**src/rtl/vga_pixel_timing.sv**
```systemverilog
// SVGA raster timing generator that pops one FWFT FIFO word per active pixel
// and drives registered RGB, syncs and display enable to the TMDS encoder.
module vga_pixel_timing #(
  parameter int   H_ACTIVE = 800,
  parameter int   H_FP     = 40,
  parameter int   H_SYNC   = 128,
  parameter int   H_BP     = 88,
  parameter int   V_ACTIVE = 600,
  parameter int   V_FP     = 1,
  parameter int   V_SYNC   = 4,
  parameter int   V_BP     = 23,
  parameter logic SYNC_POL = 1'b1
) (
  input  logic        pixclk,
  input  logic        reset,
  input  logic        enable,
  input  logic [31:0] fifo_rd_data,
  input  logic        fifo_empty,
  output logic        fifo_rd_en,
  output logic [7:0]  red,
  output logic [7:0]  green,
  output logic [7:0]  blue,
  output logic        hsync,
  output logic        vsync,
  output logic        display_enable,
  output logic        frame_start,
  output logic        underflow,
  input  logic        underflow_clr
);

  localparam int H_TOTAL = H_ACTIVE + H_FP + H_SYNC + H_BP;
  localparam int V_TOTAL = V_ACTIVE + V_FP + V_SYNC + V_BP;

  localparam logic [10:0] H_ACT_C  = 11'(H_ACTIVE);
  localparam logic [10:0] HS_FIRST = 11'(H_ACTIVE + H_FP);
  localparam logic [10:0] HS_LAST  = 11'(H_ACTIVE + H_FP + H_SYNC - 1);
  localparam logic [10:0] H_LAST   = 11'(H_TOTAL - 1);
  localparam logic [9:0]  V_ACT_C  = 10'(V_ACTIVE);
  localparam logic [9:0]  VS_FIRST = 10'(V_ACTIVE + V_FP);
  localparam logic [9:0]  VS_LAST  = 10'(V_ACTIVE + V_FP + V_SYNC - 1);
  localparam logic [9:0]  V_LAST   = 10'(V_TOTAL - 1);

  localparam logic [0:0] ST_IDLE = 1'b0;
  localparam logic [0:0] ST_RUN  = 1'b1;

  logic [10:0] h_cnt;
  logic [9:0]  v_cnt;
  logic [0:0]  state;

  logic act, hs, vs, last_pix, in_run, pop, starve;

  // The top byte of each FIFO word is padding and deliberately ignored.
  logic unused_pad;
  assign unused_pad = &{1'b0, fifo_rd_data[31:24]};

  assign act      = (h_cnt < H_ACT_C) && (v_cnt < V_ACT_C);
  assign hs       = (h_cnt >= HS_FIRST) && (h_cnt <= HS_LAST);
  assign vs       = (v_cnt >= VS_FIRST) && (v_cnt <= VS_LAST);
  assign last_pix = (h_cnt == H_LAST) && (v_cnt == V_LAST);
  assign in_run   = (state == ST_RUN);
  assign pop      = in_run && act && !fifo_empty;
  assign starve   = in_run && act && fifo_empty;

  assign fifo_rd_en = pop;

  // NOTE: all sequential state uses non-blocking assignments so every register
  // samples the pre-edge counter values, giving the uniform one-cycle latency.
  always_ff @(posedge pixclk) begin
    if (reset) begin
      h_cnt <= '0;
      v_cnt <= '0;
    end else if (h_cnt == H_LAST) begin
      h_cnt <= '0;
      v_cnt <= (v_cnt == V_LAST) ? '0 : v_cnt + 10'd1;
    end else begin
      h_cnt <= h_cnt + 11'd1;
    end
  end

  // Run/idle decisions are taken only on the last pixel so frames are never split.
  always_ff @(posedge pixclk) begin
    if (reset) begin
      state <= ST_IDLE;
    end else if (last_pix) begin
      state <= enable ? ST_RUN : ST_IDLE;
    end
  end

  always_ff @(posedge pixclk) begin
    if (reset) begin
      red            <= '0;
      green          <= '0;
      blue           <= '0;
      hsync          <= ~SYNC_POL;
      vsync          <= ~SYNC_POL;
      display_enable <= 1'b0;
      frame_start    <= 1'b0;
    end else begin
      red            <= pop ? fifo_rd_data[23:16] : 8'h00;
      green          <= pop ? fifo_rd_data[15:8]  : 8'h00;
      blue           <= pop ? fifo_rd_data[7:0]   : 8'h00;
      hsync          <= hs ? SYNC_POL : ~SYNC_POL;
      vsync          <= vs ? SYNC_POL : ~SYNC_POL;
      display_enable <= act;
      frame_start    <= (h_cnt == 11'd0) && (v_cnt == 10'd0);
    end
  end

  // Starvation outranks a simultaneous clear so no underflow event is lost.
  always_ff @(posedge pixclk) begin
    if (reset) begin
      underflow <= 1'b0;
    end else if (starve) begin
      underflow <= 1'b1;
    end else if (underflow_clr) begin
      underflow <= 1'b0;
    end
  end

endmodule

```
**config.mk**
```make
export PLATFORM = sky130hd
export DESIGN_NAME = vga_pixel_timing
export DESIGN_NICKNAME = d
export VERILOG_FILES = /design/src/rtl/vga_pixel_timing.sv
export SDC_FILE = /design/constraint.sdc
export NUM_CORES = 1
export LEC_CHECK = 0
export BUFFER_PORTS_ARGS = -buffer_cell sky130_fd_sc_hd__buf_2
export CAP_MARGIN = 25
export CORE_ASPECT_RATIO = 1.4
export CORE_MARGIN = 5
export CORE_UTILIZATION = 50
export CTS_CLUSTER_SIZE = 10
export DETAILED_ROUTE_END_ITERATION = 6
export GPL_TIMING_DRIVEN = 0
export PLACE_DENSITY_LB_ADDON = 0.1
export SYNTH_ARGS = -nofsm -noshare
export SYNTH_HDL_FRONTEND = slang
export SYNTH_SLANG_ARGS = --single-unit
```
**constraint.sdc**
```tcl
create_clock -name pixclk -period 2.4 [get_ports pixclk]
set_input_delay 0.36 -clock pixclk [delete_from_list [all_inputs] [get_ports pixclk]]
set_output_delay 0.36 -clock pixclk [all_outputs]
set_load 0.01 [all_outputs]
```
==> flow_metrics.env <==
export IMPL_run_status="completed"
export IMPL_finalCriticalPeriod_ps=1990
export IMPL_drc=0
export IMPL_numCtsBuffers=5
export IMPL_netSwitchingFraction_pct=20.5
export IMPL_worst_slew_pin_slew_ps=458
export IMPL_io_buffers=58
export IMPL_grt_setup_unrepaired="false"
export IMPL_vias=1629
export IMPL_core_area_um2=3950
export IMPL_cts_sinks=51
export IMPL_via_per_inst=5.11
export IMPL_dp_hpwl_mm=3.14
export IMPL_diodes=0
export IMPL_endpoint_kind="primary output"
export IMPL_ir_worst_vdd_uv=525
export IMPL_cp_top_family="simple AND/OR/NAND/NOR gates"
export IMPL_path_cells="nor3_4 > o221ai_2 > nor3b_1 > buf_2"
export IMPL_p_per_area_nw_per_um2=595
export IMPL_antenna_found_initial=0
export IMPL_hold_buffers=0
export IMPL_initial_core_util_pct=51.9
export IMPL_p_int_uw=1190
export IMPL_fin_nets=319
export IMPL_share_comb_of_total_power_pct=3.5
export IMPL_drt_total_wl_mm=4.12
export IMPL_slew_headroom_pct=69.5
export IMPL_yosys_cell_count_top_type="dfxtp_1"
export IMPL_floorplan_die_height_um=85.8
export IMPL_synth_edf_count=0
export IMPL_cts_buffer_depth=2
export IMPL_arrival_ps=1630
export IMPL_cts_root_buf="clkbuf_8"
export IMPL_max_stage_delay_ps=400
export IMPL_cts_tree="yes"
export IMPL_hold_class="input port to flip-flop"
export IMPL_power_share_clock_pct=38.9
export IMPL_die_w_um=64.2
export IMPL_stdcell_count=319
export IMPL_grt_usage_pct=15.8
export IMPL_insertion_delay_ps=310
export IMPL_finalSetupViolCount=0
export IMPL_criticalPathCategory="flip-flop to primary output"
export IMPL_num_fill_cells=366
export IMPL_postSynthAreaPerCell_um2=9.73
export IMPL_synth_area_leaders="dfxtp_1 50%, and2_1 7.6%, ha_1 3.7%"
export IMPL_ctsResizeCount=0
export IMPL_final_area_um2=2500
export IMPL_final_period_utilization_pct=82.9
export IMPL_post_drt_wl_per_cell_um=12.9
export IMPL_antenna_left=0
export IMPL_grt_pass1_wl_mm=6.94
export IMPL_yosys_area_top_type_share_pct=49.7
export IMPL_ios=67
export IMPL_yosysTopAreaCell="dfxtp_1"
export IMPL_syn_to_final_growth_pct=21.9
export IMPL_drive_gt1_share_pct=29.3
export IMPL_syn_num_nets=254
export IMPL_synth_seq_cells=51
export IMPL_cp_slowest_cell="dfxtp_1"
export IMPL_max_freq_mhz=502
export IMPL_post_synth_num_cell_types=42
export IMPL_ys_seq_area_share_pct=49.7
export IMPL_synthCells=211
export IMPL_grt_pass1_vias=1547
export IMPL_path_buf_inv=1
export IMPL_firstDrtPassIters=4
export IMPL_post_dp_cell_area_um2=2400
export IMPL_drv_cap=0
export IMPL_gp_congestion=0.809
export IMPL_setup_tns_ps=0
export IMPL_dpl_cell_count=312
export IMPL_cp_start_kind="flip-flop"
export IMPL_netlist_area_um2=2050
export IMPL_ys_async_sr_fraction_pct=0
export IMPL_grt_overflow=0
export IMPL_yosys_warnings=0
export IMPL_p_leak_uw=0.00111
export IMPL_worstPathMaxFanout=6
export IMPL_synthFlopType="dfxtp_1"
export IMPL_p_sw_uw=305
export IMPL_cts_setup_buffers=0
export IMPL_grt_max_degree=16
export IMPL_power_frac_seq_pct=57.5
export IMPL_h_tree_depth=2
export IMPL_hold_viol=0
export IMPL_required_ps=2040
export IMPL_rows=27
export IMPL_slew_viol_final=0
export IMPL_dieArea_um2=5510
export IMPL_path_clk_slew_ps=90
export IMPL_drtIter0Drc=48
export IMPL_synth_common_cells="51 x dfxtp_1, 25 x and2_1, 20 x nor2_1"
export IMPL_finClkSkew_ps=4.48
## worst paths after layout
check        slack, ps                     to                start  cells past startpoint
max                410             fifo_rd_en  h_cnt[7]$_SDFF_PP0_                      4
min                240     blue[6]$_SDFF_PP0_      fifo_rd_data[6]                      2
max reg2reg        490  v_cnt[8]$_SDFFE_PP0N_  h_cnt[0]$_SDFF_PP0_                      5
min reg2reg        470    h_cnt[0]$_SDFF_PP0_  h_cnt[0]$_SDFF_PP0_                      1
## logic make-up (layout without fill, tap and decap cells)
family / after synthesis / after routing / synth area share (%)
xor gates and xnor gates: 11 / 11 / 4.69
and+or+nand+nor: 100 / 100 / 30.0
DFF: 51 / 51 / 49.7
adders and majority gates: 6 / 6 / 3.66
AOI/OAI and AO/OA: 27 / 27 / 8.78
buffers and inverters: 16 / 81 / 3.11
## power by group through the flow
| stage | clock, uW | sequential, uW | combinational, uW |
|---|---|---|---|
| 6_report | 580 | 858 | 52.9 |
| 5_1_grt | 633 | 859 | 60.3 |
| 4_1_cts | 596 | 858 | 53.9 |
| 3_5_place_dp | 0 | 878 | 53.8 |
| 3_3_place_gp | 0 | 877 | 53.4 |
| 2_1_floorplan | 0 | 878 | 22.2 |
## layout by cell type (no fill, tap or decap), types with 2 or more instances in the layout
| cell | instances |
|---|---|
| ha_1 | 6 |
| nor4_1 | 2 |
| or3_1 | 2 |
| clkbuf_1 | 4 |
| and3_1 | 2 |
| xor2_1 | 5 |
| nor2_1 | 20 |
| o31ai_1 | 4 |
| o21ai_0 | 6 |
| clkbuf_8 | 5 |
| nand4_1 | 5 |
| xnor2_1 | 6 |
| nand2_1 | 13 |
| nor3_1 | 4 |
| buf_2 | 61 |
| dfxtp_1 | 51 |
| or4_1 | 3 |
| nand4_2 | 2 |
| nor3b_1 | 2 |
| inv_1 | 9 |
| and2_1 | 25 |
| nor4b_1 | 2 |
| a21oi_1 | 9 |
| nand3_1 | 7 |
## per-layer routing
metal	track usage [%]	up-vias	routed length (um)
met2	26.1	52	1920
li1	-	849	-
met3	6.95	9	375
met5	0	-	0
met1	17.0	719	1710
met4	7.96	0	112
## final cells by class
type | count | area [um2] | area share (%)
multi-input cells | 144 | 968 | 38.7
inverters | 9 | 33.8 | 1.35
repair buffers | 58 | 290 | 11.6
clock inverters | 2 | 37.5 | 1.50
plain buffers | 7 | 30.0 | 1.20
clock buffers | 5 | 68.8 | 2.75
well taps | 43 | 53.8 | 2.15
flip-flops and latches | 51 | 1020 | 40.8
## registers in the layout, summed over array words and instances (netlist names)
signal and cells:
display_enable 1, v_cnt 10, red 8, underflow 1, in_run 1, h_cnt 11
frame_start 1, vsync 1, blue 8, green 8, hsync 1
## per-stage QoR
stage | utilization (%) | power (uW) | hold slack, ps | setup WS, ps
after CTS | 63.3 | 1510 | 238 | 384
after detailed placement | 60.7 | 931 | 453 | 509
after global placement | 60.7 | 931 | 449 | 465
after global routing | 63.3 | 1550 | 243 | 272
final | 63.3 | 1490 | 245 | 409
after floorplan | - | 900 | 430 | 688
Power figures use the tool's default switching activity.
